<file path="src/rtl/vec_ctrl_pkg.sv">
// Decode types, control struct and decode helpers shared by the vec_pipe_controller slice.
// Whether SETMASK is legal is decided by the mask_en argument, which the top ties to VEC_MASK_EN.
package vec_ctrl_pkg;

  typedef enum logic [2:0] {
    TYPE_VALU    = 3'b000,
    TYPE_SALU    = 3'b001,
    TYPE_RSV2    = 3'b010,
    TYPE_RSV3    = 3'b011,
    TYPE_VLD     = 3'b100,
    TYPE_VST     = 3'b101,
    TYPE_SETMASK = 3'b110,
    TYPE_NOP     = 3'b111
  } vtype_e;

  localparam logic [3:0] ALU_ADD = 4'b0000;

  typedef struct packed {
    logic [1:0] reg_src;
    logic [1:0] imm_src;
    logic       alu_src;
    logic       mem_to_reg;
    logic       reg_write;
    logic       mem_write;
    logic [3:0] alu_op;
    logic       multi_beat;
    logic       set_mask;
  } dec_ctrl_t;

  function automatic logic vec_illegal(input logic [2:0] typ, input logic mask_en);
    logic ill;
    case (typ)
      TYPE_RSV2, TYPE_RSV3: ill = 1'b1;
      TYPE_SETMASK:         ill = ~mask_en;
      default:              ill = 1'b0;
    endcase
    return ill;
  endfunction

  // Illegal and NOP classes decode to an all-zero control word, i.e. a bubble.
  function automatic dec_ctrl_t vec_decode(input logic [2:0] typ, input logic [3:0] op,
                                           input logic mask_en);
    dec_ctrl_t c;
    c = '0;
    case (typ)
      TYPE_VALU: begin
        c.reg_write  = 1'b1;
        c.alu_op     = op;
        c.multi_beat = 1'b1;
      end
      TYPE_SALU: begin
        c.reg_write = 1'b1;
        c.alu_op    = op;
      end
      TYPE_VLD: begin
        c.imm_src    = 2'b01;
        c.alu_src    = 1'b1;
        c.mem_to_reg = 1'b1;
        c.reg_write  = 1'b1;
        c.alu_op     = ALU_ADD;
        c.multi_beat = 1'b1;
      end
      TYPE_VST: begin
        c.reg_src    = 2'b10;
        c.imm_src    = 2'b01;
        c.alu_src    = 1'b1;
        c.mem_write  = 1'b1;
        c.alu_op     = ALU_ADD;
        c.multi_beat = 1'b1;
      end
      TYPE_SETMASK: begin
        c.set_mask = mask_en;
        c.alu_op   = mask_en ? op : ALU_ADD;
      end
      default: c = '0;
    endcase
    return c;
  endfunction

endpackage

</file>
<file path="src/rtl/vec_beat_seq.sv">
// Beat counter for multi-beat vector instructions held in E; produces the Decode stall.
module vec_beat_seq #(
  parameter int BEATS = 4,
  parameter int BW    = 2
) (
  input  logic          clk,
  input  logic          reset,
  input  logic          start,
  input  logic          multibeat,
  input  logic          flush,
  output logic [BW-1:0] beat,
  output logic          stall
);

  localparam logic [BW-1:0] LAST = BW'(BEATS - 1);

  logic [BW-1:0] beat_d;
  logic [BW-1:0] beat_q;

  // Stall until the final beat; a flush releases Decode in the same cycle.
  assign stall = multibeat & (beat_q != LAST) & ~flush;
  assign beat  = beat_q;

  // start marks E accepting a new instruction, so the count restarts from zero.
  always_comb begin
    if (flush || start) begin
      beat_d = '0;
    end else begin
      beat_d = beat_q + BW'(1'b1);
    end
  end

  // Beat register.
  always_ff @(posedge clk or negedge reset) begin
    if (!reset) begin
      beat_q <= '0;
    end else begin
      beat_q <= beat_d;
    end
  end

endmodule

</file>
<file path="src/rtl/vec_pipe_controller.sv">
// D/E/M/W control unit for the SIMD datapath with lane predication and multi-beat issue.
// Build option VEC_MASK_EN enables the mask register and SETMASK; without it LaneMaskE is all ones.
module vec_pipe_controller
  import vec_ctrl_pkg::*;
#(
  parameter int LANES = 4,
  parameter int VLEN  = 16,
  localparam int BEATS = VLEN / LANES,
  localparam int BW    = (BEATS > 1) ? $clog2(BEATS) : 1
) (
  input  logic             clk,
  input  logic             reset,
  input  logic [2:0]       Type,
  input  logic [3:0]       Op,
  input  logic             FlushE,
  output logic [1:0]       RegSrcD,
  output logic [1:0]       ImmSrcD,
  output logic             IllegalD,
  output logic             StallD,
  output logic             ALUSrcE,
  output logic [3:0]       ALUControlE,
  output logic             MemtoRegE,
  output logic [BW-1:0]    BeatE,
  output logic [LANES-1:0] LaneMaskE,
  output logic [LANES-1:0] MemWriteM,
  output logic [LANES-1:0] RegWriteM,
  output logic [LANES-1:0] RegWriteW,
  output logic             MemtoRegW
);

`ifdef VEC_MASK_EN
  localparam logic MASK_EN = 1'b1;
`else
  localparam logic MASK_EN = 1'b0;
`endif

  dec_ctrl_t        dec_s, e_d, e_q;
  logic             stall_s;
  logic [LANES-1:0] lane_en_s;
  logic [LANES-1:0] regw_m_d, regw_m_q, memw_m_d, memw_m_q, regw_w_d, regw_w_q;
  logic             mtr_m_d, mtr_m_q, mtr_w_d, mtr_w_q;
  logic             unused_s;

  assign dec_s    = vec_decode(Type, Op, MASK_EN);
  assign RegSrcD  = dec_s.reg_src;
  assign ImmSrcD  = dec_s.imm_src;
  assign IllegalD = vec_illegal(Type, MASK_EN);
  assign StallD   = stall_s;

  vec_beat_seq #(.BEATS(BEATS), .BW(BW)) u_beat_seq (
    .clk       (clk),
    .reset     (reset),
    .start     (~stall_s),
    .multibeat (e_q.multi_beat),
    .flush     (FlushE),
    .beat      (BeatE),
    .stall     (stall_s)
  );

  // E register: bubble on flush, hold while beats remain, otherwise take Decode.
  always_comb begin
    e_d = e_q;
    if (FlushE) begin
      e_d = '0;
    end else if (!stall_s) begin
      e_d = dec_s;
    end else begin
      e_d = e_q;
    end
  end

`ifdef VEC_MASK_EN
  logic [LANES-1:0] mask_d, mask_q, pat_s;

  // SETMASK pattern replicates Op every four lanes; a flushed SETMASK leaves the mask alone.
  always_comb begin
    pat_s = '0;
    for (int i = 0; i < LANES; i++) begin
      pat_s[i] = e_q.alu_op[i % 4];
    end
    if (e_q.set_mask && !FlushE) begin
      mask_d = pat_s;
    end else begin
      mask_d = mask_q;
    end
  end

  // Mask register, all lanes active out of reset.
  always_ff @(posedge clk or negedge reset) begin
    if (!reset) begin
      mask_q <= '1;
    end else begin
      mask_q <= mask_d;
    end
  end

  assign LaneMaskE = mask_q;
  assign unused_s  = ^{e_q.reg_src, e_q.imm_src};
`else
  assign LaneMaskE = '1;
  assign unused_s  = ^{e_q.reg_src, e_q.imm_src, e_q.set_mask, dec_s.set_mask};
`endif

  // Vector beats use the masked lanes; scalar ops write lane 0 only, unmasked.
  always_comb begin
    if (e_q.multi_beat) begin
      lane_en_s = LaneMaskE;
    end else begin
      lane_en_s = LANES'(1'b1);
    end
    if (FlushE) begin
      regw_m_d = '0;
      memw_m_d = '0;
      mtr_m_d  = 1'b0;
    end else begin
      regw_m_d = e_q.reg_write ? lane_en_s : '0;
      memw_m_d = e_q.mem_write ? lane_en_s : '0;
      mtr_m_d  = e_q.mem_to_reg;
    end
    regw_w_d = regw_m_q;
    mtr_w_d  = mtr_m_q;
  end

  // E/M/W pipeline registers.
  always_ff @(posedge clk or negedge reset) begin
    if (!reset) begin
      e_q      <= '0;
      regw_m_q <= '0;
      memw_m_q <= '0;
      mtr_m_q  <= 1'b0;
      regw_w_q <= '0;
      mtr_w_q  <= 1'b0;
    end else begin
      e_q      <= e_d;
      regw_m_q <= regw_m_d;
      memw_m_q <= memw_m_d;
      mtr_m_q  <= mtr_m_d;
      regw_w_q <= regw_w_d;
      mtr_w_q  <= mtr_w_d;
    end
  end

  assign ALUSrcE     = e_q.alu_src;
  assign ALUControlE = e_q.alu_op;
  assign MemtoRegE   = e_q.mem_to_reg;
  assign MemWriteM   = memw_m_q;
  assign RegWriteM   = regw_m_q;
  assign RegWriteW   = regw_w_q;
  assign MemtoRegW   = mtr_w_q;

endmodule

</file>
<file path="config.mk">
export PLATFORM = sky130hd
export DESIGN_NAME = vec_pipe_controller
export DESIGN_NICKNAME = d
export VERILOG_FILES = /design/src/rtl/vec_ctrl_pkg.sv /design/src/rtl/vec_beat_seq.sv /design/src/rtl/vec_pipe_controller.sv
export SDC_FILE = /design/constraint.sdc
export NUM_CORES = 1
export LEC_CHECK = 0
export ABC_AREA = 1
export CORE_ASPECT_RATIO = 1.75
export CORE_MARGIN = 3
export CORE_UTILIZATION = 28
export CTS_CLUSTER_DIAMETER = 120
export CTS_CLUSTER_SIZE = 16
export DETAILED_ROUTE_END_ITERATION = 10
export GPL_ROUTABILITY_DRIVEN = 0
export HOLD_SLACK_MARGIN = 0.06
export PLACE_DENSITY = 0.7
export SETUP_SLACK_MARGIN = 0.3
export SYNTH_ARGS = -nofsm -noshare
export SYNTH_HDL_FRONTEND = slang
export SYNTH_SLANG_ARGS = --single-unit
</file>
<file path="constraint.sdc">
create_clock -name clk -period 1 [get_ports clk]
set_input_delay 0.15 -clock clk [delete_from_list [all_inputs] [get_ports clk]]
set_output_delay 0.15 -clock clk [all_outputs]
set_load 0.01 [all_outputs]
</file>
=== Word level (Yosys, flattened, before mapping) ===
Cells that the tools add are included.

* Add/subtract/negate cells: 1
* Equal/unequal tests: 8
* Mux-type cells: 17
* Bitwise logic cells: 4
* Reduce and logical (&&, ||, !) cells: 7

{| class="wikitable"
|+ Operators by type and width
! operator !! count
|-
| $mux 4 || 6
|-
| $mux 10 || 2
|-
| $eq 3x3->1 const B || 3
|-
| $reduce_or 3->1 || 3
|-
| $eq 3x2->1 const B || 2
|-
| $mux 1 || 6
|-
| $mux 2 || 3
|-
| $ne 2x2->1 const B || 2
|-
| $reduce_or 2->1 || 2
|-
| $eq 3x1->1 const B || 1
|-
| $logic_not 3->1 || 1
|-
| $add 2x1->2 const B || 1
|-
| $and 1x1->1 || 2
|-
| $not 1->1 || 2
|-
| $logic_or 1x1->1 || 1
|}

* Register bits after elaboration: 25
* Output and inout port bits: 31

=== Depth between registers and ports, before layout ===
* Word-level depth: 6
* Depth in mapped cells: 6
* Gate-level depth less buffers: 6

=== By module ===
From an unflattened synthesis, not the netlist that was laid out.

* Cells, all modules: 97
* Area, all modules: 882.1 µm²

{| class="wikitable"
|+ Modules (own cells, without submodules)
! module !! instances !! cells each !! area each (µm²) !! seq. area each (µm²)
|-
| vec_pipe_controller || 1 || 85 || 785.8 || 425.4
|-
| vec_beat_seq || 1 || 12 || 96.3 || 50.0
|}

=== Least setup slack after synthesis ===
Ideal clock, no wire load.

* Path kind: flip-flop to flip-flop
* From: register u_beat_seq.beat_q[0], in the netlist u_beat_seq.beat[0]
* To: register u_beat_seq.beat_q[0], in the netlist u_beat_seq.beat[0]
* Library setup time: 0.072 ns
* Arrival time: 1.051 ns
* Path slack: -0.123 ns
* Cell stages (with the launch flop): 7
* Clock period less this slack: 1.123 ns
* Path through: dfrtp_1 -> ha_1 -> inv_2 -> nand2_4 -> nor2_8 -> inv_2 -> nor2_1

* Longest elaborated chain between the ends: 6

{| class="wikitable"
|+ Ends and longest elaborated chain
! element !! line !! RTL
|-
| start: declaration || vec_beat_seq.sv:18 || <nowiki>logic [BW-1:0] beat_q;</nowiki>
|-
| start signal: assignment || vec_beat_seq.sv:38 || <nowiki>beat_q <= beat_d;</nowiki>
|-
| $ne 2x2->1 || vec_beat_seq.sv:21 || <nowiki>assign stall = multibeat & (beat_q != LAST) & ~flush;</nowiki>
|-
| $and 1x1->1 (2 in a row) || vec_beat_seq.sv:21 ||
|-
| net StallD || vec_pipe_controller.sv:19 || <nowiki>output logic StallD,</nowiki>
|-
| $not 1->1 || vec_pipe_controller.sv:53 || <nowiki>.start (~stall_s),</nowiki>
|-
| $logic_or 1x1->1 || vec_beat_seq.sv:26 || <nowiki>if (flush || start) begin</nowiki>
|-
| $mux 2 || vec_beat_seq.sv:26 ||
|-
| net u_beat_seq.beat_d[0] || vec_beat_seq.sv:17 || <nowiki>logic [BW-1:0] beat_d;</nowiki>
|}

The timed path passes the listed nets, and every way through them passes these cells.
A chain may end at the register's enable or synchronous reset.

=== Worst setup path in the final report ===
* From: register u_beat_seq.beat_q[1], in the netlist u_beat_seq.beat[1]
* To: output port StallD

* Longest elaborated chain between the ends: 3

{| class="wikitable"
|+ Ends and longest elaborated chain
! element !! line
|-
| $ne 2x2->1 || vec_beat_seq.sv:21
|-
| $and 1x1->1 (2 in a row) || vec_beat_seq.sv:21
|-
| end: declaration || vec_pipe_controller.sv:19
|}

No other way between the ends.

==> results.md <==
* Post-layout util at between 40 and 50%
* CP Cell Sequence: ha_2 > inv_2 > nand2_4 > nor2_8 > buf_6
* CTS tree: built
* Maximum vdd ir drop at just over 0.8 mV
* Non-filler cells, final at 190
* CTS Buffer Depth at 2
* Max Clk Rate at roughly 770 MHz
* Fin crit share at 130%
* Die footprint at a little under 4000 um2
* Critical path buffers and inverters at 2
* DR pass1 iterations at 3
* Total GRT Usage at 11.1%
* Seq/Total Area, Yosys at approximately 53%
* Largest stage delay on the critical path at 0.38 ns
* Iter 0 DRT Violations at 14
* FP Rows at 26
* Vias after detailed routing at roughly 750
* Number of global-route vias before repair at just under 800
* Post-route setup slack at -0.301 ns
* Share of post-route cells with drive strength above 1 at a little over half
* DIE HEIGHT at slightly above 80 um
* CP Launch Type: flop
* Max cap viols at 0
* DP Wirelength at approximately 1.4 mm
* Routed Antenna Nets at 0
* Crit path launch: u_beat_seq.beat[1]
* Clock Skews at about 0.0016 ns
* Worst Hold Launch: Type[0]
* # diodes at 0
* Yosys warns at 0
* Clock Pin Slew Worst Setup and Hold Paths at 0.07 ns
* Register bit total from synthesis at 19
* CP Capture Type: output port
* Post-synth cell types at 18
* Post-route DRC at 0
* P&R area growth vs syn at 59.8%
* Initial core utilization at between 20 and 30%
* Layout Nets at 160
* Lkg Pwr at ~0.82 nW
* I/O pin count at between 40 and 50
* H-tree depth at 1
* Outcome: finished with violations
* Root Buffer: clkbuf_8
* Vias per cell at a little under 4
* Min Tclk post-route at 1.30 ns
* Synthesized area at 897 um2
* IO buf count at 34
* Failing checks: setup timing
* Cell area after layout at around 1400 um2
* Largest net degree at the start of global routing at 20
* Crit-path slowest cell: dfrtp_1
* CTS Buf Count at 3
* Worst Path Required at approximately 0.85 ns
* HP Class: input port to flop
* Final Power at 1.68 mW
* Core area at 2990 um2
* Mapped Avg Cell Area at between 9 and 10 um2
* Crit Path Category: flop to output port
* Num Clock Sinks at 19
* Global-route wire length before repair at 3.43 mm
* Power Dens Cells at 1170 nW/um2
* Kind of cell adding the most delay to the critical path: flip-flops
* CP arrival at 1.15 ns
* Setup Viol. Count Final at 15
* Final Max Slew Viols at 0
* Final hold violations at 0
* R2r startpoint: u_beat_seq.beat[1]
* Crit path max fanout at 2
* Drt total wl at a little under 2 mm
* Cell count after synthesis at 95
* Clk_lat worst skew at between 0.2 and 0.3 ns
* Placed Instance Area at between 1000 and 1500 um2
* DIE WIDTH at 48.8 um
* Initial antenna violation count at 0
* Reg2reg setup slack at -0.24 ns
* RSZ-0062 raised after global routing: true
* # placed instances at 170
* WL/cell at roughly 10 um
* Total grt overflow at 0
* CTS Hold Bufs at 0
## final cells by class
| type | instances | area, um2 |
|---|---|---|
| fillers | 310 | 1560 |
| multi-input cells | 50 | 288 |
| inverters | 13 | 63.8 |
| repair buffers | 62 | 509 |
| flip-flops and latches | 19 | 475 |
| well taps | 42 | 52.6 |
| clock buffers | 4 | 45.0 |
## metrics by stage
stage          setup slack [ns]  hold WS [ns]  TNS [ns]
6_report                 -0.301         0.192     -2.89
3_3_place_gp             -0.530         0.333     -6.56
3_5_place_dp             -0.545         0.336     -6.79
5_1_grt                  -0.353         0.212     -3.78
2_1_floorplan           -0.0989        -0.146    -0.929
4_1_cts                  -0.308         0.192     -2.82
## cells in the mapped netlist
library cell / count / area share (%)
nand2_4: 1 / 1.3
clkinv_4: 1 / 0.98
o21ai_0: 1 / 0.56
nor2_2: 2 / 1.4
buf_6: 1 / 1.3
dfrtp_1: 19 / 53
nor2_8: 1 / 2.2
nor3_1: 2 / 1.1
ha_1: 1 / 1.4
nor2_4: 1 / 1.3
buf_4: 16 / 13
inv_2: 2 / 0.84
conb_1: 2 / 0.84
nand4_1: 5 / 3.5
nand2_1: 22 / 9.2
nand2_2: 1 / 0.70
inv_1: 10 / 4.2
nor2_1: 7 / 2.9
## worst min-delay path, delay by kind of cell
family        cells  cell delay (ns)
simple gates      3             0.14
buf+inv           2             0.13
## final timing paths
kind | to | cells past startpoint
setup reg to reg | u_beat_seq.beat[0] | 8
hold / removal | e_q[6] | 5
setup / recovery | StallD | 5
min in group asynchronous | MemtoRegW | 2
hold reg to reg | MemtoRegW | 0
max in group asynchronous | e_q[7] | 2
## report_power, final
group | switching [mW] | total, mW | internal, mW
combinational | 0.170 | 0.351 | 0.181
clock | 0.235 | 0.518 | 0.283
sequential | 0.0150 | 0.811 | 0.796
total | 0.420 | 1.68 | 1.26
## repair_timing
| action | in CTS | in global routing |
|---|---|---|
| setup endpoints to repair | 41 | 38 |
| cloned | 0 | 0 |
| buffers inserted | 13 | 3 |
| resized for setup | 137 | 11 |
| pin swaps | 8 | 3 |
## sequential cells by signal (all words and copies together) (netlist names)
| name | count |
|---|---|
| mtr_m_q | 1 |
| u_beat_seq.beat | 2 |
| RegWriteW | 2 |
| MemtoRegW | 1 |
| ALUControlE | 4 |
| RegWriteM | 2 |
| ALUSrcE | 1 |
| e_q | 3 |
| MemtoRegE | 1 |
| MemWriteM | 2 |
## routing by layer
layer	up-vias	GRT usage, %	share of wire (%)
li1	370	-	-
met1	339	11.0	35
met2	34	21.0	55
met3	6	3.30	7.8
met4	0	5.41	2.1
met5	-	0	0
## kinds of logic after synthesis
kind of cell               after synthesis  share of synthesized area (%)
AOI/OAI and AO/OA                        1                          0.557
adders and majority gates                1                           1.39
and+or+nand+nor                         42                           23.6
DFF                                     19                           53.0
other                                    2                          0.837
buffers and inverters                   30                           20.6
## placed cells by master, fill, tap and decap left out
| master | instances |
|---|---|
| buf_12 | 1 |
| buf_2 | 20 |
| buf_4 | 21 |
| buf_6 | 10 |
| buf_8 | 4 |
| clkbuf_1 | 1 |
| clkbuf_8 | 3 |
| clkdlybuf4s50_1 | 5 |
| clkinv_4 | 1 |
| conb_1 | 6 |
| dfrtp_1 | 19 |
| dlygate4sd2_1 | 1 |
| ha_2 | 1 |
| inv_1 | 7 |
| inv_2 | 2 |
| inv_4 | 2 |
| inv_6 | 1 |
| nand2_1 | 19 |
| nand2_2 | 3 |
| nand2_4 | 2 |
| nand4_1 | 5 |
| nor2_1 | 5 |
| nor2_2 | 4 |
| nor2_4 | 1 |
| nor2_8 | 1 |
| nor3_2 | 1 |
| nor3_4 | 1 |
| o21ai_0 | 1 |
No activity file was read; power rests on OpenSTA's default activity.
